--- config.mk ---
export PLATFORM = sky130hd
export DESIGN_NAME = interrupt_ack_sequencer
export DESIGN_NICKNAME = d
export VERILOG_FILES = /design/src/rtl/pic8259_pkg.sv /design/src/rtl/priority_resolver.sv /design/src/rtl/interrupt_ack_sequencer.sv
export SDC_FILE = /design/constraint.sdc
export NUM_CORES = 1
export LEC_CHECK = 0
export ABC_AREA = 1
export CORE_ASPECT_RATIO = 0.6
export CORE_MARGIN = 1.5
export CORE_UTILIZATION = 40
export CTS_CLUSTER_SIZE = 20
export DETAILED_ROUTE_END_ITERATION = 8
export PLACE_DENSITY = 0.7
export REMOVE_ABC_BUFFERS = 1
export SLEW_MARGIN = 10
export SYNTH_ARGS = -nofsm -noshare
export SYNTH_HDL_FRONTEND = slang
export SYNTH_SLANG_ARGS = --single-unit
--- constraint.sdc ---
create_clock -name clk_i -period 2.9 [get_ports clk_i]
set_input_delay 0.58 -clock clk_i [delete_from_list [all_inputs] [get_ports clk_i]]
set_output_delay 0.58 -clock clk_i [all_outputs]
set_load 0.1 [all_outputs]
--- src/rtl/pic8259_pkg.sv ---
// Shared definitions for the 8259A-compatible controller: sequencer states,
// OCW2 command encodings and the rotation helpers used by the priority logic.
package pic8259_pkg;

    typedef logic [1:0] seq_state_t;

    localparam seq_state_t ST_IDLE = 2'd0;
    localparam seq_state_t ST_ACK1 = 2'd1;
    localparam seq_state_t ST_ACK2 = 2'd2;

    localparam logic [2:0] OCW2_CLR_RAEOI  = 3'b000;
    localparam logic [2:0] OCW2_NS_EOI     = 3'b001;
    localparam logic [2:0] OCW2_NOP        = 3'b010;
    localparam logic [2:0] OCW2_SP_EOI     = 3'b011;
    localparam logic [2:0] OCW2_SET_RAEOI  = 3'b100;
    localparam logic [2:0] OCW2_ROT_NS_EOI = 3'b101;
    localparam logic [2:0] OCW2_SET_PRIO   = 3'b110;
    localparam logic [2:0] OCW2_ROT_SP_EOI = 3'b111;

    function automatic logic [7:0] rotate_right(input logic [7:0] v, input logic [2:0] n);
        logic [15:0] t;
        t = {v, v} >> n;
        return t[7:0];
    endfunction

    function automatic logic [7:0] rotate_left(input logic [7:0] v, input logic [2:0] n);
        logic [15:0] t;
        t = {v, v} << n;
        return t[15:8];
    endfunction

    function automatic logic [2:0] onehot_index(input logic [7:0] v);
        logic [2:0] idx;
        idx = '0;
        for (int unsigned i = 0; i < 8; i++) begin
            if (v[i]) idx = 3'(i);
        end
        return idx;
    endfunction

endpackage

--- src/rtl/priority_resolver.sv ---
// Picks the highest-priority set bit of request_i, where level
// priority_rotate_i+1 (mod 8) is highest; result is one-hot or zero.
module priority_resolver
    import pic8259_pkg::*;
(
    input  logic [7:0] request_i,
    input  logic [2:0] priority_rotate_i,
    output logic [7:0] grant_o
);

    logic [2:0] shift;
    logic [7:0] rotated;
    logic [7:0] isolated;

    always_comb begin
        shift    = priority_rotate_i + 3'd1;
        rotated  = rotate_right(request_i, shift);
        isolated = rotated & (~rotated + 8'd1);
        grant_o  = rotate_left(isolated, shift);
    end

endmodule

--- src/rtl/interrupt_ack_sequencer.sv ---
// Interrupt request / two-pulse INTA handshake sequencer with EOI, AEOI and
// OCW2-driven priority rotation control.
module interrupt_ack_sequencer
    import pic8259_pkg::*;
#(
    parameter int unsigned VECTOR_BASE_W = 5
) (
    input  logic                     clk_i,
    input  logic                     reset_i,
    input  logic [7:0]               interrupt_request_i,
    input  logic [7:0]               interrupt_mask_i,
    input  logic                     special_mask_mode_i,
    input  logic [7:0]               in_service_register_i,
    input  logic [7:0]               highest_level_in_service_i,
    input  logic [VECTOR_BASE_W-1:0] vector_base_i,
    input  logic                     auto_eoi_i,
    input  logic                     ocw2_write_i,
    input  logic [7:0]               ocw2_i,
    input  logic                     inta_n_i,
    output logic                     int_o,
    output logic                     latch_in_service_o,
    output logic [7:0]               ack_interrupt_o,
    output logic [7:0]               clear_irr_o,
    output logic [7:0]               end_of_interrupt_o,
    output logic [2:0]               priority_rotate_o,
    output logic [7:0]               data_out_o,
    output logic                     data_out_enable_o
);

    seq_state_t state_q, state_d;
    logic       inta_q;
    logic       int_q, int_d;
    logic       latch_q, latch_d;
    logic [7:0] ack_q, ack_d;
    logic [7:0] clr_q, clr_d;
    logic [7:0] eoi_q, eoi_d;
    logic [2:0] rot_q, rot_d;
    logic       raeoi_q, raeoi_d;
    logic [7:0] dout_q, dout_d;
    logic       den_q, den_d;
    logic [2:0] level_q, level_d;
    logic       spurious_q, spurious_d;

    logic [7:0] candidate;
    logic [2:0] top_shift;
    logic [7:0] cand_rot, hi_rot;
    logic       int_cond, inta_fall, inta_rise;

    priority_resolver u_resolver (
        .request_i         (interrupt_request_i & ~interrupt_mask_i),
        .priority_rotate_i (rot_q),
        .grant_o           (candidate)
    );

    // Once rotated so the highest level sits at bit 0, a smaller one-hot value outranks.
    always_comb begin
        top_shift = rot_q + 3'd1;
        cand_rot  = rotate_right(candidate, top_shift);
        hi_rot    = rotate_right(highest_level_in_service_i, top_shift);
        if (candidate == '0)
            int_cond = 1'b0;
        else if (special_mask_mode_i)
            int_cond = (candidate & in_service_register_i) == '0;
        else
            int_cond = (hi_rot == '0) || (cand_rot < hi_rot);
        inta_fall = inta_q & ~inta_n_i;
        inta_rise = ~inta_q & inta_n_i;
    end

    always_comb begin
        state_d    = state_q;
        int_d      = 1'b0;
        latch_d    = 1'b0;
        ack_d      = '0;
        clr_d      = '0;
        eoi_d      = '0;
        rot_d      = rot_q;
        raeoi_d    = raeoi_q;
        dout_d     = dout_q;
        den_d      = den_q;
        level_d    = level_q;
        spurious_d = spurious_q;

        case (state_q)
            ST_IDLE: begin
                int_d = int_cond;
                if (inta_fall) begin
                    int_d   = 1'b0;
                    state_d = ST_ACK1;
                    if (candidate != '0) begin
                        level_d    = onehot_index(candidate);
                        spurious_d = 1'b0;
                        latch_d    = 1'b1;
                        ack_d      = candidate;
                        clr_d      = candidate;
                    end else begin
                        level_d    = 3'd7;
                        spurious_d = 1'b1;
                    end
                end
            end
            ST_ACK1: begin
                if (inta_fall) begin
                    state_d = ST_ACK2;
                    dout_d  = 8'({vector_base_i, level_q});
                    den_d   = 1'b1;
                end
            end
            ST_ACK2: begin
                if (inta_rise) begin
                    state_d = ST_IDLE;
                    den_d   = 1'b0;
                    if (auto_eoi_i && !spurious_q) begin
                        eoi_d = 8'd1 << level_q;
                        if (raeoi_q) rot_d = level_q;
                    end
                end
            end
            default: state_d = ST_IDLE;
        endcase

        // OCW2 is applied after the handshake so its rotate overrides an AEOI rotate.
        if (ocw2_write_i) begin
            case (ocw2_i[7:5])
                OCW2_NS_EOI:     eoi_d = eoi_d | highest_level_in_service_i;
                OCW2_SP_EOI:     eoi_d = eoi_d | (8'd1 << ocw2_i[2:0]);
                OCW2_ROT_NS_EOI: begin
                    eoi_d = eoi_d | highest_level_in_service_i;
                    if (highest_level_in_service_i != '0)
                        rot_d = onehot_index(highest_level_in_service_i);
                end
                OCW2_ROT_SP_EOI: begin
                    eoi_d = eoi_d | (8'd1 << ocw2_i[2:0]);
                    rot_d = ocw2_i[2:0];
                end
                OCW2_SET_PRIO:   rot_d   = ocw2_i[2:0];
                OCW2_SET_RAEOI:  raeoi_d = 1'b1;
                OCW2_CLR_RAEOI:  raeoi_d = 1'b0;
                OCW2_NOP:        ;
                default:         ;
            endcase
        end
    end

    always_ff @(posedge clk_i) begin
        if (reset_i) begin
            state_q    <= ST_IDLE;
            inta_q     <= 1'b1;
            int_q      <= 1'b0;
            latch_q    <= 1'b0;
            ack_q      <= '0;
            clr_q      <= '0;
            eoi_q      <= '0;
            rot_q      <= 3'd7;
            raeoi_q    <= 1'b0;
            dout_q     <= '0;
            den_q      <= 1'b0;
            level_q    <= '0;
            spurious_q <= 1'b0;
        end else begin
            state_q    <= state_d;
            inta_q     <= inta_n_i;
            int_q      <= int_d;
            latch_q    <= latch_d;
            ack_q      <= ack_d;
            clr_q      <= clr_d;
            eoi_q      <= eoi_d;
            rot_q      <= rot_d;
            raeoi_q    <= raeoi_d;
            dout_q     <= dout_d;
            den_q      <= den_d;
            level_q    <= level_d;
            spurious_q <= spurious_d;
        end
    end

    assign int_o              = int_q;
    assign latch_in_service_o = latch_q;
    assign ack_interrupt_o    = ack_q;
    assign clear_irr_o        = clr_q;
    assign end_of_interrupt_o = eoi_q;
    assign priority_rotate_o  = rot_q;
    assign data_out_o         = dout_q;
    assign data_out_enable_o  = den_q;

endmodule

==> results.md, run 1 <==
- The flow ran to the end, and the final reports show no timing, DRC or antenna violations.
- The ratio of total power to cell area is 563.3 nW/um^2.
- The area enclosed by the die boundary is 7992 um^2.
- The endpoint with the worst hold slack is data_out_enable_o.
- The path class of the tightest hold or removal check is flip-flop to flip-flop.
- The number of antenna violations at the first check in global routing is 0.
- Along the worst hold path, the cell count comes to 2.
- The number of fill cells is 700.
- The total of max-cap violations is 0.
- The slowest stage of the critical path is the sky130_fd_sc_hd__clkdlybuf4s50_1 cell.
- Of the cells placed in the final design, the portion with a size suffix greater than 1 is 23.68%.
- Entering global routing, the biggest net connects 26 pins.
- The number of cells on the worst reg-to-reg path is 19.
- STA classifies the critical path startpoint as an input pin.
- The number of cells produced by synthesis is 502.
- After clock tree synthesis, the clock-pin slew on the worst setup and hold paths is 0.06 ns.
- The number of search-and-repair iterations in the first detailed-routing pass is 5.
- For this design, the sink count on the clock tree is 38.
- At the later pin of the worst-skew pair, clock insertion delay measures 0.28 ns.
- The share of the Yosys chip area taken by registers is 25.54%.
- The multi-input combinational cells in the finished layout cover a total of 1987 um^2.
- The number of flops mapped to enable cells by yosys is 0.
- The via count normalized by instance count is 5.110.
- The final hold violation count came to 0.
- For the pin with the worst max-slew slack, the measured transition is 0.4115 ns.
- For this design the static power due to leakage is 2.212 nW.
- The vertical die dimension is 69.85 um.
- The async set-or-reset flop fraction in the synthesized netlist is 0%.
- A synthesized cell averages 5.934 um^2.
- Per report_power, the clock group accounts for 21.9% of the total.
- The worst flop-to-flop path endpoint is level_q[0].
- The DRC violations left is 0.
- Data on the critical path arrives at its endpoint at 2.99 ns.
- Dividing the final minimum period by the clock period gives 96.82%.
- The number of global-route vias before repair is 3247.
- The critical path in this run is classified as input pin to flip-flop.
- Timing would allow up to 356.2 MHz.
- The setup slack of the most critical reg-to-reg path is 0.12 ns.
- The longest clock path from root to sink contains 2 buffers.
- The H-tree level count is 2.
- The aggregate routed wire length is 9596 um.
- Summing all flip-flop and latch instances after layout gives 760.7 um^2.
- The number of I/O port buffers is 86.
- Dividing the detail-routed wire length by the instance count gives 13.16 um.
- The number of inserted diodes is 0.
- The post-synth design cell area is 2979 um^2.
- The area growth from synthesis to layout is 48.51%.
- TritonCTS built the clock tree.
- The cell that appears most often on the critical path is sky130_fd_sc_hd__nand2_2.
- The hold slack is 0.4665 ns.
- The count of non-filler cells in the finished layout is 729.
- In this run the count of I/O pins placed on the die edge is 89.
- Subtracting the final worst setup slack from the clock period gives 2.808 ns.
- The worst-case vdd ir drop is 0.2238 mV.
- The hold buffer count at CTS is 0.
- In this run the tightest slew margin relative to its limit is 72.36%.
- The HPWL reported at the end of detailed placement is 7548 um.
- The switching fraction of total power is 43.45%.
- The x dimension of the die is 114.4 um.
- Combinational cells account for 55.0% of the total power.
- The number of distinct standard cells referenced by the synthesized netlist is 35.
- On the worst path, the slowest cell contributes a delay of 0.45 ns.
- The max-slew violation count is 0.
- The signal on the critical path passes through clkdlybuf4s50_1 > inv_1 > nand3_2 > nand3_1 > nand2_2 > nand2_1 > nand2_2 > buf_4 > nand3_4 > buf_4 > o21ai_2 > nand3_2 > nand3_1 > nand2_2 > nand2_2 > nor2_4 > nand2_4 > nand4_1 > nand2_1 > inv_1.
- The number of nets in the final layout is 683.
- The post-route clock skew is 0.002885 ns.
- The launching point of the worst reg2reg path is priority_rotate_o[0].
- The launching instance or port of the critical path is interrupt_mask_i[1].
- The total core area is 7237 um^2.
- The Yosys step of the flow raised 0 warnings.
- The proportion of power drawn by flip-flops and latches is 23.1%.
- The placement row count is 24.
- The most used flip-flop cell after synthesis is sky130_fd_sc_hd__dfxtp_1.
- The worst setup path is captured at a flip-flop.
- Once detail routing completed, the nets flagged for antenna violations numbered 0.
- The flip-flop and latch count after synthesis is 38.
- The total number of vias is 3725.
- The total CTS buffers is 5.
- Summed over all layers, the global routing overflow is 0.
- The startpoint of the tightest hold check path is data_out_enable_o.
- Across every metal layer, demand over resource in global routing totals 23.28%.
- The number of DRC markers after the initial detailed-route iteration is 253.
- The setup TNS after final layout is 0 ns.
- Of all nets on the critical path, the largest fanout is 4.
- The first global-routing pass estimated 14900 um of wire.
- The instance count after placement with tap cells included is 718.
- At the worst endpoint, the required time is 3.08 ns.
- The initial core utilization is 41.17%.
- Routability-driven placement finished with a final weighted congestion of 0.9024.
- For this design the total switching power over the nets is 1.083 mW.
- The final count of negative-setup-slack endpoints is 0.
- The tree is rooted in a sky130_fd_sc_hd__clkbuf_16.
- The internal power component is 1.409 mW.
sequential cells by signal, summed over array words and instances (netlist names):
| signal | flops |
|---|---|
| clear_irr_o | 8 |
| data_out_o | 8 |
| end_of_interrupt_o | 8 |
| level_q | 3 |
| priority_rotate_o | 3 |
| state_q | 2 |
| data_out_enable_o | 1 |
| int_o | 1 |
| inta_q | 1 |
| latch_in_service_o | 1 |
| raeoi_q | 1 |
| spurious_q | 1 |
per-stage QoR:
stage	setup slack (ns)	area (um^2)	util, %	total power, mW
2_1_floorplan	-1.303	2830	-	1.353
3_3_place_gp	-0.2418	4109	56.78	1.813
3_5_place_dp	-0.2956	4109	56.78	1.834
4_1_cts	0.04806	4257	58.82	2.385
5_1_grt	-0.08104	4424	61.13	2.637
6_report	0.09233	4424	61.13	2.492
per-layer routing:
metal / vias to the layer above / GRT usage (%) / routed length, um
met5: - / 0 / 0
met4: 0 / 4.028 / 77
met1: 1666 / 36.54 / 4972
met3: 9 / 4.948 / 758
met2: 147 / 32.47 / 3788
li1: 1903 / - / -
cells by family (layout without fill, tap and decap cells):
family | after synthesis | in the layout | share of synthesized area, %
buffers and inverters | 85 | 208 | 12.56
xor gates and xnor gates | 1 | 1 | 0.5461
and+or+nand+nor | 279 | 279 | 41.08
DFF | 38 | 38 | 25.54
AOI/OAI and AO/OA | 91 | 91 | 16.93
adders and majority gates | 8 | 8 | 3.360
layout by cell type, fill, tap and decap left out, drive strengths merged, types with 2 or more instances in the layout:
cell           instances
nand2                144
buf                   92
nand3                 80
inv                   58
clkdlybuf4s50         47
o21ai                 46
nor2                  45
dfxtp                 38
a21oi                 24
o22ai                  9
ha                     8
clkbuf                 7
nand4                  6
nor3                   3
a221o                  3
clkinv                 3
o211ai                 2
a31oi                  2
synth_stat cells, types with 2 or more instances:
cell / n / area share, %
sky130_fd_sc_hd__nor3_1: 3 / 0.50
sky130_fd_sc_hd__a221o_1: 3 / 1.0
sky130_fd_sc_hd__clkbuf_1: 8 / 1.0
sky130_fd_sc_hd__inv_1: 53 / 6.7
sky130_fd_sc_hd__inv_2: 5 / 0.63
sky130_fd_sc_hd__nor2_4: 2 / 0.76
sky130_fd_sc_hd__o21ai_0: 42 / 7.1
sky130_fd_sc_hd__nor2_1: 41 / 5.2
sky130_fd_sc_hd__nor2_2: 2 / 0.42
sky130_fd_sc_hd__nand3_1: 78 / 13
sky130_fd_sc_hd__a31oi_1: 2 / 0.42
sky130_fd_sc_hd__o21ai_1: 4 / 0.67
sky130_fd_sc_hd__o211ai_1: 2 / 0.50
sky130_fd_sc_hd__buf_1: 3 / 0.38
sky130_fd_sc_hd__nand4_1: 6 / 1.3
sky130_fd_sc_hd__buf_6: 2 / 0.76
sky130_fd_sc_hd__nand2_2: 4 / 0.84
sky130_fd_sc_hd__buf_4: 10 / 2.5
sky130_fd_sc_hd__buf_2: 2 / 0.34
sky130_fd_sc_hd__o22ai_1: 9 / 1.9
sky130_fd_sc_hd__nand2_1: 139 / 18
sky130_fd_sc_hd__a21oi_1: 24 / 4.0
sky130_fd_sc_hd__clkinv_1: 2 / 0.25
sky130_fd_sc_hd__ha_1: 8 / 3.4
sky130_fd_sc_hd__dfxtp_1: 38 / 26
timing repair:
action / 4_1_cts / 5_1_grt
pin swaps: 0 / 4
endpoints found under the setup margin: 1 / 14
endpoints found under the hold margin: 0 / 0
cloned: 0 / 0
resized for setup: 1 / 36
buffers inserted: 0 / 3
final cells by class:
| cell class | instances | area share (%) |
|---|---|---|
| Sequential cell | 38 | 17.19 |
| Timing Repair Buffer | 140 | 26.53 |
| Clock inverter | 1 | 0.1131 |
| Inverter | 60 | 5.091 |
| Multi-Input combinational cell | 379 | 44.91 |
| Clock buffer | 7 | 3.224 |
| Tap cell | 104 | 2.941 |
worst max path at each step:
stage	to	cells after the start	slack, ns
final	level_q[0]	20	0.09
after global routing	level_q[0]	19	-0.08
after CTS	clear_irr_o[1]	19	0.05
after detailed placement	int_o	18	-0.30
after global placement	int_o	18	-0.24
after floorplan	int_o	16	-1.30
critical path, delay by kind of cell:
family / cells / cell delay, ns
compound gates: 1 / 0.19
buf+inv: 5 / 0.84
simple gates: 14 / 1.36
power by group through the flow:
stage               logic (mW)  clock network (mW)  registers, mW
global route              1.48               0.578          0.578
detailed placement        1.25                   0          0.586
finish                    1.37               0.547          0.575
floorplan                0.539                   0          0.814
CTS                       1.26               0.555          0.575
global placement          1.23                   0          0.584
No activity file was read; power rests on OpenSTA's default activity.
==> run 2: changes to the inputs <==
--- a/config.mk
+++ b/config.mk
@@ -11,6 +11,7 @@
 export CORE_UTILIZATION = 40
 export CTS_CLUSTER_SIZE = 20
 export DETAILED_ROUTE_END_ITERATION = 8
+export GPL_TIMING_DRIVEN = 0
 export PLACE_DENSITY = 0.7
 export REMOVE_ABC_BUFFERS = 1
 export SLEW_MARGIN = 10
==> constraint.sdc (replaced) <==
create_clock -name clk_i -period 2.73 [get_ports clk_i]
set_input_delay 0.546 -clock clk_i [delete_from_list [all_inputs] [get_ports clk_i]]
set_output_delay 0.546 -clock clk_i [all_outputs]
set_load 0.1 [all_outputs]
==> run 2 against run 1 <==
Setup slack worse by 0.12 ns. Worst hold slack improved by 0.013 ns. Critical path type unchanged. The run now ends with negative setup slack left. Core utilization grew 2.8 points. Clock power is 0.7% higher. First-iteration DRC count fell by 5.5%. Register-to-register slack got worse by 0.12 ns.
==> results.md, run 2 (same netlist as run 1, synthesis figures left out) <==
- met1 is the most crowded layer.
- The number of inserted diodes is 0 (unchanged).
- The total number of vias is 3792 (+1.8%).
- The aggregate routed wire length was 10530 um (+9.7%).
- The clock latency on the worst-skew pair is 0.28 ns (about the same).
- The proportion of power drawn by flip-flops and latches is 23.3% (+0.2 points).
- The most frequent standard cell in the layout excluding fill and tap cells is sky130_fd_sc_hd__nand2_1.
- The hold buffer count at CTS is 0 (unchanged).
- The x dimension of the die is 114.4 um (unchanged).
- The ratio of total power to cell area came to 569.5 nW/um^2 (+1.1%).
- The number of cells on the worst reg-to-reg path is 17 (-2).
- The critical path class is input pin to flip-flop.
- The class of the most critical hold timing path is flip-flop to flip-flop.
- The total of max-cap violations is 0 (unchanged).
- The worst-case vdd ir drop is 0.2788 mV (+25%).
- The buffer cell driving the clock tree root is sky130_fd_sc_hd__clkbuf_16.
- The number of DRC markers after the initial detailed-route iteration came to 239 (-5.5%).
- The power share of the combinational group was 55.8% (+0.8 points).
- The global-route track usage on met2 is 32.80% (+0.33 points).
- The proportion of power drawn by the clock network was 20.9% (-1.0 points).
- The flow ran to the end, but the final reports show violations.
- The number of cells on the worst hold path is 2 (unchanged).
- The slowest stage of the critical path belongs to the cell sky130_fd_sc_hd__clkdlybuf4s50_1.
- The number of search-and-repair iterations in the first detailed-routing pass was 5 (unchanged).
- The setup slack of the most critical reg-to-reg path is 0 ns (-0.12 ns).
- The setup TNS after final layout is -0.02718 ns (-0.02718 ns).
- The number of I/O port buffers was 86 (unchanged).
- The count of nets left with antenna violations after detail routing is 0 (unchanged).
- In this design, the critical path's most frequently occurring cell is sky130_fd_sc_hd__nand2_2.
- The clock tree from TritonCTS is yes.
- The slew at the pin with the worst max-slew slack was 0.9915 ns (+0.5801 ns).
- The internal power component was 1.405 mW (-0.29%).
- The total clock sinks was 38 (unchanged).
- The DRC violations left is 0 (unchanged).
- The critical path data required time is 2.94 ns (-0.14 ns).
- The initial core utilization came to 41.17% (unchanged).
- The growth of design area from synthesis to finish is 55.31%.
- The overall fraction of global-route tracks in use is 23.65% (+0.37 points).
- The wire length per cell after detailed routing is 15.15 um (+15%).
- The via count normalized by instance count was 5.456 (+6.8%).
- The placement row count is 24 (unchanged).
- The area enclosed by the die boundary is 7992 um^2 (unchanged).
- The critical path goes through clkdlybuf4s50_1 > nand3_2 > nand3_1 > nand2_2 > nand2_2 > nand2_2 > nand2_2 > nor2_4 > nand3_2 > inv_2 > ha_4 > a21oi_2 > o21bai_1 > a21o_1 > o21ai_2 > nand2_1 > a21oi_2.
- The total CTS buffers came to 5 (unchanged).
- The number of nets in the final layout is 650 (-4.8%).
- The share of the cycle needed by the critical path after routing is 101.0%.
- The worst slew margin relative to its limit was 33.69% (-39 points).
- The max-slew violation count is 0 (unchanged).
- The placer congestion estimate is 0.8704 (-3.5%).
- The met1 track demand over resource in global routing came to 36.00% (-0.54 points).
- The overall overflow remaining after global route is 0 (unchanged).
- The H-tree level count is 2 (unchanged).
- The switching fraction of total power was 46.68% (+3.2 points).
- The highest clock rate is 362.7 MHz.
- The number of antenna violations at the first check in global routing was 0 (unchanged).
- The capturing element type of the critical path is a flip-flop.
- The number of I/O pins is 89 (unchanged).
- The proportion of layout cells with a drive suffix above 1 came to 23.35% (-0.33 points).
- The data arrival at the endpoint of the critical path is 2.97 ns (-0.02 ns).
- The final count of negative-setup-slack endpoints is 1 (+1).
- The post-route clock skew is 0.005152 ns (+0.002267 ns).
- The met3 capacity usage during global routing is 7.031% (+2.1 points).
- The pin count of the biggest net entering global routing is 29 (+12%).
- The HPWL reported at the end of detailed placement is 7003 um (-7.2%).
- The worst setup slack after layout was -0.02718 ns (-0.1195 ns).
- The final hold violation count is 0 (unchanged).
- The vertical die dimension is 69.85 um (unchanged).
- The worst hold path begins at data_out_o[5].
- The critical-path maximum fanout is 4 (unchanged).
- The endpoint identified for the worst register-to-register timing path is int_o.
- The delay of the slowest cell on the worst path is 0.47 ns (+0.02 ns).
- The number of global-route vias before repair was 3169 (-2.4%).
- STA classifies the critical path startpoint as an input pin.
- The first-pass GRT wire length is 15100 um (+1.3%).
- For hold timing, the worst endpoint is data_out_o[5].
- The clock-pin slew on the worst setup and hold paths was 0.06 ns (about the same).
- The routed design could run at a clock period as short as 2.757 ns.
- The leakage component of the power came to 2.147 nW (-3.0%).
- The pre-CTS setup slack is -1.850 ns (-1.554 ns).
- In the layout the commonest cells are sky130_fd_sc_hd__nand2_1, sky130_fd_sc_hd__clkdlybuf4s50_1, sky130_fd_sc_hd__nand3_1.
- Setup repair after global routing could not meet its margin everywhere.
- The total core area is 7237 um^2 (unchanged).
- The launching point of the worst reg2reg path is priority_rotate_o[0].
- The switching power is 1.230 mW (+14%).
- The checks that failed: negative setup slack.
- The buffer levels on the longest clock path was 2 (unchanged).
run 2: how the worst max path moves through the flow:
stage	from	to	slack, ns
3_3_place_gp	priority_rotate_o[0]	int_o	-1.78
6_report	interrupt_request_i[5]	int_o	-0.03
2_1_floorplan	priority_rotate_o[0]	int_o	-1.47
4_1_cts	interrupt_mask_i[7]	int_o	0.001
3_5_place_dp	priority_rotate_o[0]	int_o	-1.85
5_1_grt	priority_rotate_o[0]	int_o	-0.12
run 2: per-layer routing:
layer	up-vias	routed length (um)
met5	-	0
met4	0	166
met3	20	1040
met2	211	4399
met1	1727	4923
li1	1834	-
run 2: area by class of cell:
| type | count | area [um^2] |
|---|---|---|
| timing repair inverter | 2 | 13.76 |
| clock buffer | 5 | 125.1 |
| inverter | 60 | 247.7 |
| timing repair buffer | 103 | 1045 |
| clock inverter | 2 | 10.01 |
| sequential | 38 | 768.2 |
| fill | 638 | 2610 |
| multi-input combinational | 381 | 2287 |
| tap | 104 | 130.1 |
run 2: worst max-delay path, delay by kind of cell:
kind / cells / cell delay, ns
fa+ha+maj: 1 / 0.20
simple gates: 9 / 0.90
buf+inv: 2 / 0.56
compound gates: 5 / 0.75
run 2: what timing repair did:
| action | in CTS | in global routing |
|---|---|---|
| gates resized for setup | 16 | 127 |
| pin swaps | 5 | 36 |
| setup endpoints to repair | 15 | 14 |
| gates cloned | 1 | 3 |
| setup buffers | 12 | 5 |
run 2: stage by stage:
step / instance area (um^2) / power (mW) / hold slack, ns / cells / utilization (%)
final: 4627 / 2.635 / 0.4798 / 695 / 63.93
after global routing: 4627 / 2.772 / 0.5132 / 695 / 63.93
after CTS: 4119 / 2.365 / 0.4878 / 687 / 56.92
after detailed placement: 3821 / 1.737 / 0.4766 / 667 / 52.80
after global placement: 3821 / 1.722 / 0.4491 / 667 / 52.80
after floorplan: 2830 / 1.437 / 0.4799 / 477 / -
run 2: power groups by stage:
stage | logic (mW) | clock network (mW) | registers (mW)
6_report | 1.47 | 0.551 | 0.613
3_5_place_dp | 1.11 | 0 | 0.631
2_1_floorplan | 0.573 | 0 | 0.865
3_3_place_gp | 1.09 | 0 | 0.630
5_1_grt | 1.58 | 0.578 | 0.617
4_1_cts | 1.20 | 0.553 | 0.613
